**src/rtl/bus_arbiter_n.sv**
```systemverilog
// N-master to 1-slave valid/ready bus arbiter with a registered grant held for one transfer.
// Selectable fixed-priority (master 0 highest) or round-robin winner selection.
module bus_arbiter_n #(
    parameter int unsigned NUM_MASTERS = 2,
    parameter int unsigned ADDR_WIDTH  = 32,
    parameter int unsigned DATA_WIDTH  = 32,
    parameter bit          ROUND_ROBIN = 1'b1
) (
    input  logic                                clk,
    input  logic                                resetn,
    input  logic [NUM_MASTERS-1:0]              m_valid,
    output logic [NUM_MASTERS-1:0]              m_ready,
    input  logic [NUM_MASTERS*ADDR_WIDTH-1:0]   m_addr,
    input  logic [NUM_MASTERS*DATA_WIDTH-1:0]   m_wdata,
    input  logic [NUM_MASTERS*DATA_WIDTH/8-1:0] m_wstrb,
    output logic [NUM_MASTERS*DATA_WIDTH-1:0]   m_rdata,
    output logic                                s_valid,
    input  logic                                s_ready,
    output logic [ADDR_WIDTH-1:0]               s_addr,
    output logic [DATA_WIDTH-1:0]               s_wdata,
    output logic [DATA_WIDTH/8-1:0]             s_wstrb,
    input  logic [DATA_WIDTH-1:0]               s_rdata,
    output logic [$clog2(NUM_MASTERS)-1:0]      grant_id
);

    localparam int unsigned GW = $clog2(NUM_MASTERS);
    localparam int unsigned SW = DATA_WIDTH / 8;
    localparam logic [GW:0]   NM   = (GW + 1)'(NUM_MASTERS);
    localparam logic [GW-1:0] LAST = GW'(NUM_MASTERS - 1);

    typedef enum logic [0:0] {StIdle, StBusy} state_e;

    state_e          state_q, state_d;
    logic [GW-1:0]   g_q, g_d;
    logic [GW-1:0]   rr_ptr_q, rr_ptr_d;

    logic [ADDR_WIDTH-1:0] addr_arr  [NUM_MASTERS];
    logic [DATA_WIDTH-1:0] wdata_arr [NUM_MASTERS];
    logic [SW-1:0]         wstrb_arr [NUM_MASTERS];
    logic [NUM_MASTERS-1:0] sel;

    logic          busy;
    logic [GW-1:0] win;
    logic [GW-1:0] base;
    logic [GW-1:0] idx;
    logic [GW:0]   sum;
    logic          found;

    assign busy     = (state_q == StBusy);
    assign grant_id = g_q;

    for (genvar i = 0; i < NUM_MASTERS; i++) begin : g_master
        assign addr_arr[i]  = m_addr[i*ADDR_WIDTH +: ADDR_WIDTH];
        assign wdata_arr[i] = m_wdata[i*DATA_WIDTH +: DATA_WIDTH];
        assign wstrb_arr[i] = m_wstrb[i*SW +: SW];
        assign sel[i]       = busy && (g_q == GW'(i));
        assign m_ready[i]   = sel[i] & s_ready & m_valid[i];
        assign m_rdata[i*DATA_WIDTH +: DATA_WIDTH] = sel[i] ? s_rdata : '0;
    end

    // Search upward from base with wrap; base is 0 in fixed-priority mode.
    always_comb begin
        win   = '0;
        found = 1'b0;
        sum   = '0;
        idx   = '0;
        base  = ROUND_ROBIN ? rr_ptr_q : '0;
        for (int unsigned i = 0; i < NUM_MASTERS; i++) begin
            sum = {1'b0, base} + (GW + 1)'(i);
            if (sum >= NM) begin
                sum = sum - NM;
            end
            idx = sum[GW-1:0];
            if (!found && m_valid[idx]) begin
                win   = idx;
                found = 1'b1;
            end
        end
    end

    always_comb begin
        state_d  = state_q;
        g_d      = g_q;
        rr_ptr_d = rr_ptr_q;
        s_valid  = 1'b0;
        s_addr   = '0;
        s_wdata  = '0;
        s_wstrb  = '0;
        unique case (state_q)
            StIdle: begin
                if (found) begin
                    g_d     = win;
                    state_d = StBusy;
                end
            end
            StBusy: begin
                s_valid = m_valid[g_q];
                s_addr  = addr_arr[g_q];
                s_wdata = wdata_arr[g_q];
                s_wstrb = wstrb_arr[g_q];
                // A withdrawn request abandons the grant without advancing fairness.
                if (!m_valid[g_q]) begin
                    state_d = StIdle;
                end else if (s_ready) begin
                    state_d = StIdle;
                    if (ROUND_ROBIN) begin
                        rr_ptr_d = (g_q == LAST) ? '0 : g_q + 1'b1;
                    end
                end
            end
        endcase
    end

    always_ff @(posedge clk) begin
        if (!resetn) begin
            state_q  <= StIdle;
            g_q      <= '0;
            rr_ptr_q <= '0;
        end else begin
            state_q  <= state_d;
            g_q      <= g_d;
            rr_ptr_q <= rr_ptr_d;
        end
    end

endmodule
```
**config.mk**
```make
export PLATFORM = sky130hd
export DESIGN_NAME = bus_arbiter_n
export DESIGN_NICKNAME = d
export VERILOG_FILES = /design/src/rtl/bus_arbiter_n.sv
export SDC_FILE = /design/constraint.sdc
export NUM_CORES = 1
export LEC_CHECK = 0
export CORE_AREA = 2 2 121 123
export DETAILED_ROUTE_END_ITERATION = 12
export DIE_AREA = 0 0 123 125
export HOLD_SLACK_MARGIN = 0.12
export PLACE_DENSITY = 0.58
export RECOVER_POWER = 100
export SYNTH_ARGS = -nofsm -noshare
export SYNTH_HDL_FRONTEND = slang
export SYNTH_SLANG_ARGS = --single-unit
```
**constraint.sdc**
```tcl
create_clock -name clk -period 1.4 [get_ports clk]
set_clock_uncertainty 0.05 [all_clocks]
set_input_delay 0.28 -clock clk [delete_from_list [all_inputs] [get_ports clk]]
set_output_delay 0.28 -clock clk [all_outputs]
set_load 0.005 [all_outputs]
```
After elaboration in Yosys (flattened, before gate mapping) --
Index checks and enable logic that the tools add are counted.
Storage, ports and cells: output and inout bits 136, latch bits 0, bits in registers 3, memories 0, bits in read-only memories 0, word-level logic and storage cells 58, memory bits (writable) 0, input bits 173
Operators by class: divide/modulo/power cells 0, muxes and demuxes 32, bitwise logic cells 7, shift operators 0, $mul 0, eq/ne operators 0, reductions and logical operators 6, magnitude comparators 6, $add $sub $neg 4
Operators by type and width (number):
- 2-to-1 mux 32 bit | 10
- 2-to-1 mux 1 bit | 17
- 2-to-1 mux 4 bit | 4
- less-than comparator 1 x 2 -> 1 bit (second input constant) | 3
- bitwise AND 1 bit | 4
- >= comparator 2 bit (second input constant) | 2
- logical AND 1 bit | 3
- AND reduction 3 bit | 1
- adder 1 x 1 -> 2 bit (second input constant) | 1
- >= comparator 1 x 2 -> 1 bit (second input constant) | 1
- inverter 1 bit | 2
- inverter 1 -> 2 bit | 1
- one-hot mux 1 bit (2 select lines) | 1
- AND reduction 2 bit | 1
- subtractor 1 bit (second input constant) | 2
- adder 1 bit (second input constant) | 1
- logical NOT 1 bit | 1

Longest topological paths before layout --
Gate-level depths: netlist (run 1).
depth in word-level cells 10, gate-level depth with buffers 5, depth with buffers taken out 3

Worst setup path before layout (run 1) --
Ideal clock, no wire load.
path type register to output, start reg g_q, in the netlist grant_id, end out s_addr[15], setup slack 100 ps, arrival 970 ps, data required time 1070 ps, stages on the path, launching flop included 6, buffers on the path 3, cells stage by stage dfxtp_1 > buf_6 > buf_8 > buf_12 > mux2i_1 > nor2_1
On the way: word-level cells in the longest chain between the ends 5
Ends and longest elaborated chain:
- start: declaration | RTL line 34 | logic [GW-1:0] g_q, g_d;
- start signal: assignment | RTL line 121 | g_q <= g_d;
- inverter 1 -> 2 bit (implied by the code) | RTL line 98 | s_addr = addr_arr[g_q];
- 2-to-1 mux 32 bit (implied by the code) (3 in a row) | RTL line 98
- 2-to-1 mux 32 bit | RTL line 89 | unique case (state_q)
- end: declaration | RTL line 19 | output logic [ADDR_WIDTH-1:0] s_addr,
No other way between the ends. The select of a mux whose other input is x is not followed.

Worst setup path in the final report (run 1) --
start reg g_q, in the netlist grant_id, end out m_rdata[62]
On the way: word-level cells in the longest chain between the ends 2
Ends and longest elaborated chain:
- logical AND 1 bit | RTL line 56 | assign sel[i] = busy && (g_q == GW'(i));
- 2-to-1 mux 32 bit | RTL line 58 | assign m_rdata[i*DATA_WIDTH +: DATA_WIDTH] = sel[i] ? s_rdata : '0;
- end: declaration | RTL line 16 | output logic [NUM_MASTERS*DATA_WIDTH-1:0] m_rdata,
No other way between the ends.

==> impl_metrics.py, run 1 <==
metrics = {
    "sta": {
        "period_needed_ps": 1970,
        "max_freq_mhz": 509,
        "worst_slack_ps": -566,
        "rsz0062_at_grt": "yes",
        "setup_viol": 138,
        "max_slew_margin_pct": 85.1,
        "final_max_slew_viol_count": 0,
        "report.final.hold_viol_count": 0,
        "fin_crit_sh_pct": 140,
        "worst_slew_pin_slew_ps": 223,
    },
    "pwr": {
        "leakage_nw": 2.88,
        "vdd_ir_drop_max_v": 0.000266,
        "power.density_nw_per_um2": 409,
        "total_power_w": 0.00240,
    },
    "cells_and_area": {
        "area_delta_synth_final_pct": 244,
        "fin_util_pct": 41.2,
        "instances_no_fill": 801,
        "nets": 791,
        "antenna_cells": 0,
        "drive_above_1_share_pct": 32.9,
        "final_cell_area_um2": 5850,
    },
    "worst_setup_path": {
        "crit_path_start_kind": "flip-flop",
        "cp_max_fo": 11,
        "worstSetupPathType": "flip-flop to output pin",
        "crit_required_ps": 1070,
        "crit_path_end_kind": "output pin",
        "crit_arrival_ps": 1640,
    },
    "global_routing": {
        "grt_pass1_vias": 2961,
        "grt_use_total_pct": 12.4,
        "antenna_found_initial": 0,
        "grt_max_degree": 65,
        "grt_overflow_total": 0,
        "grt_pass1_wl_um": 14800,
    },
    "synthesis": {
        "synth_cells": 250,
        "synth_commonest_cells": "nor2_1 (71), mux2i_1 (69), and3_1 (64), clkbuf_1 (10), clkbuf_2 (6)",
        "ys_seq_elements": 3,
        "ys_warn_count": 0,
        "yosysTopAreaCell": "mux2i_1",
        "synthMostInstantiatedCell": "nor2_1",
        "ys.flop_type": "dfxtp_1",
        "synth_edf_count": 0,
        "ys_types": 21,
        "ys_seq_area_share_pct": 3.52,
        "netlist_top_cells_area": "mux2i_1 (41%), and3_1 (23%), nor2_1 (16%)",
        "syn-num-nets": 423,
        "synthArstFlopShare_pct": 0,
        "synth_top_area_share_pct": 40.5,
        "synth.avg_cell_area_um2": 6.82,
        "synth_area_um2": 1700,
    },
    "run_status": {
        "status": "complete, but fails checks",
        "violations": "setup timing",
    },
    "cts": {
        "cts_buffer_depth": 2,
        "clk_pin_slew_ps": 30,
        "cts_tree": "built",
        "clock-sinks": 3,
        "cts-root-buf": "clkbuf_16",
        "h-tree-depth": 1,
        "clkLatencyLatePin_ps": 230,
        "numCtsBuffers": 3,
    },
    "floorplan": {
        "num_rows": 44,
        "die_h_um": 125,
        "ioPinCount": 309,
        "die_x_um": 123,
        "fp.dieArea_um2": 15400,
        "initial_core_util_pct": 12.0,
        "core_um2": 14200,
    },
    "placed_design": {
        "gp_congestion": 0.860,
        "numPortBuffers": 308,
        "place_inst": 729,
        "placedInstanceArea_um2": 5010,
        "hpwl_um": 8580,
    },
    "route": {
        "final_antenna_net_count": 0,
        "initialDrtViolationCount": 99,
        "first_pass_iters": 4,
        "avgRoutedWirePerCell_um": 16.1,
        "drc": 0,
        "vias_per_cell": 4.18,
        "via_count": 3347,
        "routed_wl_um": 12900,
    },
    "job": {
        "maxCapViolations": 0,
    },
    "worst_hold_path": {
        "min_path_type": "flip-flop to flip-flop",
    },
}
-- layer usage --
metal  vias to the layer above  global-route usage, %  wire, um
li1                       1600                      -         -
met1                      1557                   13.0      4910
met2                       172                   22.8      6680
met3                        18                   4.38      1060
met4                         0                   3.88       252
met5                         -                      0         0
-- final cells by class --
cell class                      count  area, um^2
Inverter                            3        17.5
Clock buffer                        4        78.8
Sequential cell                     3        67.6
Tap cell                          184         230
Timing Repair Buffer              392        3880
Fill cell                        1461        8350
Multi-Input combinational cell    215        1580
-- sequential cells by signal, summed over array words and instances (netlist names) --
name,flops
base,1
busy,1
grant_id,1
-- timing repair --
action,CTS,global route
buffers inserted,2,53
gates cloned,2,12
setup endpoints to repair,137,137
gates resized for setup,97,256
pin swaps,1,15
hold buffers,0,0
-- logic make-up after synthesis --
family	count (synthesis)	synth area share, %
buf+inv	32	13.2
flops	3	3.52
compound gates	6	2.20
mux	69	40.5
simple gates	140	40.5
-- worst paths after layout --
check / cells after the start / slack, ps / start / endpoint
setup / recovery: 4 / -570 / grant_id / m_rdata[62]
hold / removal: 2 / 520 / base / base
setup reg to reg: 7 / -140 / grant_id / base
hold reg to reg: 2 / 520 / base / base
-- cells in the final DEF (no fill, tap or decap), drive strengths merged, types with 3 or more instances in the layout --
master / netlist / final
and3: 64 / 64
buf: 13 / 118
clkbuf: 16 / 54
clkdlybuf4s15: 0 / 7
clkdlybuf4s50: 0 / 199
dfxtp: 3 / 3
dlygate4sd2: 0 / 3
dlymetal6s2s: 0 / 15
mux2i: 69 / 69
nor2: 71 / 71
-- through the flow --
step	worst slack (ps)	hold WS [ps]	TNS [ps]
CTS	-626	498	-67830
global route	-610	534	-60950
global placement	-608	512	-46850
finish	-566	517	-54120
floorplan	100	352	0
detailed placement	-610	505	-47730
-- worst max-delay path: stages, from the launching register on --
cell             delay [ps]
dfxtp_4                 370
buf_6                   170
clkbuf_16               180
and3_1                  160
clkdlybuf4s50_1         520
-- where the power goes --
part	switching [W]	internal (W)
combinational	0.000637	0.00119
clock	0.0000891	0.000377
sequential	0.00000907	0.0000916
total	0.000735	0.00166
Power figures use the tool's default switching activity.
==> run 2: changes to the inputs <==
Settings changed: CELL_PAD_IN_SITES_DETAIL_PLACEMENT from default to 0, CELL_PAD_IN_SITES_GLOBAL_PLACEMENT from default to 2, CORE_AREA 2 2 121 123 to default, CORE_ASPECT_RATIO from default to 1.5, CORE_MARGIN from default to 2, CORE_UTILIZATION from default to 10, DIE_AREA 0 0 123 125 to default, PLACE_DENSITY 0.58 to 0.95, SETUP_SLACK_MARGIN from default to 0.3.
==> run 2 against run 1 <==
Against the previous run:
- the flow still finishes with violations (setup timing)
- sequential share of layout area up 0.079 points
- combinational power down 9%
- clock power down 3%
- worst hold slack better by 31 ps
- design area down 6.4%
- critical path type unchanged
- critical endpoint is now m_rdata[44]
==> impl_metrics.py, run 2 (synthesis results as in run 1) <==
metrics = {
    "run_status": {
        "status": "complete, but fails checks",
        "violations": "setup timing",
    },
    "cells_and_area": {
        "seqCellArea_um2": 67.6,
        "drive_above_1_share_pct": 21.1,
        "layout_common_cells": "clkdlybuf4s50_1 (233), nor2_1 (67), mux2i_1 (62), and3_1 (59), buf_2 (34)",
        "nets": 753,
        "fill_cells": 1806,
        "area_delta_synth_final_pct": 222,
        "mostFrequentLayoutCell": "clkdlybuf4s50_1",
        "antenna_cells": 0,
        "fin_util_pct": 32.7,
        "multi_input_area_um2": 1520,
    },
    "route": {
        "drc": 0,
        "avgRoutedWirePerCell_um": 14.8,
        "wl_met3_um": 945,
        "first_pass_iters": 4,
        "via_count": 3200,
        "final_antenna_net_count": 0,
        "routed_wl_um": 11700,
        "routed.top_layer": "met4",
        "m1WireLength_um": 4040,
        "initialDrtViolationCount": 69,
        "vias_per_cell": 4.06,
        "wl_met2_um": 6220,
    },
    "worst_setup_path": {
        "crit_path_end_kind": "output pin",
        "crit_arrival_ps": 1610,
        "worstSetupPathType": "flip-flop to output pin",
        "crit_required_ps": 1070,
        "cp_max_fo": 27,
        "crit_path_start_kind": "flip-flop",
    },
    "sta": {
        "period_needed_ps": 1940,
        "fin_crit_sh_pct": 138,
        "worst_slack_ps": -539,
        "worst_slew_pin_slew_ps": 349,
        "tns_ps": -49800,
        "final_max_slew_viol_count": 0,
        "max_freq_mhz": 516,
        "rsz0062_at_grt": "yes",
        "report.final.hold_viol_count": 0,
        "max_slew_margin_pct": 76.5,
        "setup_viol": 136,
        "holdWs_ps": 548,
    },
    "placed_design": {
        "numPortBuffers": 308,
        "dp_slack_ps": -654,
        "hpwl_um": 8940,
        "gp_congestion": 0.823,
    },
    "pwr": {
        "total_power_w": 0.00222,
        "power_frac_seq_pct": 4.8,
        "pwr-share-clk_pct": 20.3,
        "combinationalPowerShare_pct": 74.9,
        "p_sw_w": 0.000664,
        "vdd_ir_drop_max_v": 0.000404,
        "intPower_w": 0.00156,
        "power_switching_share_pct": 29.9,
        "leakage_nw": 2.54,
        "power.density_nw_per_um2": 405,
    },
    "cts": {
        "cts_buffer_depth": 2,
        "cts-root-buf": "clkbuf_16",
        "clk_pin_slew_ps": 30,
        "clock-sinks": 3,
        "clkLatencyLatePin_ps": 220,
        "cts_tree": "built",
        "numCtsBuffers": 3,
        "h-tree-depth": 1,
        "cts_hold_buf": 0,
    },
    "floorplan": {
        "core_um2": 16800,
        "num_rows": 58,
        "initial_core_util_pct": 10.2,
        "die_h_um": 164,
        "fp.dieArea_um2": 18100,
        "ioPinCount": 309,
        "die_x_um": 111,
    },
    "global_routing": {
        "grt_pass1_vias": 3130,
        "grt_pass1_wl_um": 15800,
        "antenna_found_initial": 0,
        "grt_max_degree": 47,
        "grt_use_total_pct": 10.7,
        "grt_overflow_total": 0,
    },
    "worst_hold_path": {
        "min_path_type": "flip-flop to flip-flop",
    },
    "job": {
        "maxCapViolations": 0,
    },
}
## run 2: changes by cell type in the layout (fill, tap and decap cells not counted), sizes merged, moves of 2 or more
cell	delta
dlygate4sd2	+2
dlymetal6s2s	-4
clkbuf	-36
clkdlybuf4s50	+34
buf	-37
clkdlybuf4s15	+3
## run 2: per-stage QoR
step	instances	cell area, um^2
CTS	777	5220
detailed placement	760	5080
global placement	760	5080
finish	789	5480
global route	789	5480
floorplan	250	1710
## run 2: path summary, 6_finish.rpt
kind	to	startpoint	cells after the start	slack [ps]
min	grant_id	base	2	550
min reg2reg	grant_id	base	2	550
max reg2reg	busy	grant_id	6	10
max	m_rdata[44]	grant_id	4	-540
## run 2: power groups by stage
stage | registers (W) | clock network [W] | logic [W]
after CTS | 0.000107 | 0.000454 | 0.00154
after floorplan | 0.0000987 | 0 | 0.000498
final | 0.000106 | 0.000452 | 0.00166
after global routing | 0.000107 | 0.000468 | 0.00178
after detailed placement | 0.000109 | 0 | 0.00152
after global placement | 0.000108 | 0 | 0.00150
## run 2: per-layer routing
metal | GRT usage (%) | up-vias
met1 | 10.1 | 1436
met3 | 2.80 | 28
met5 | 0 | -
met4 | 5.80 | 0
met2 | 21.1 | 210
li1 | - | 1526
## run 2: area by class of cell
class | count | share of cell area, %
tap | 210 | 4.79
clock buffer | 4 | 1.44
inverter | 3 | 0.297
multi-input combinational | 215 | 27.7
sequential | 3 | 1.23
timing repair buffer | 354 | 64.5
## run 2: what timing repair did
action,CTS,global route
cloned,2,5
resized for setup,180,90
endpoints found under the setup margin,139,139
setup buffers,11,7
pin swaps,4,10
## run 2: critical path: stages (launching register included)
cell             delay, ps
dfxtp_4                400
buf_4                  140
buf_12                 140
and3_4                 200
clkdlybuf4s50_1        490
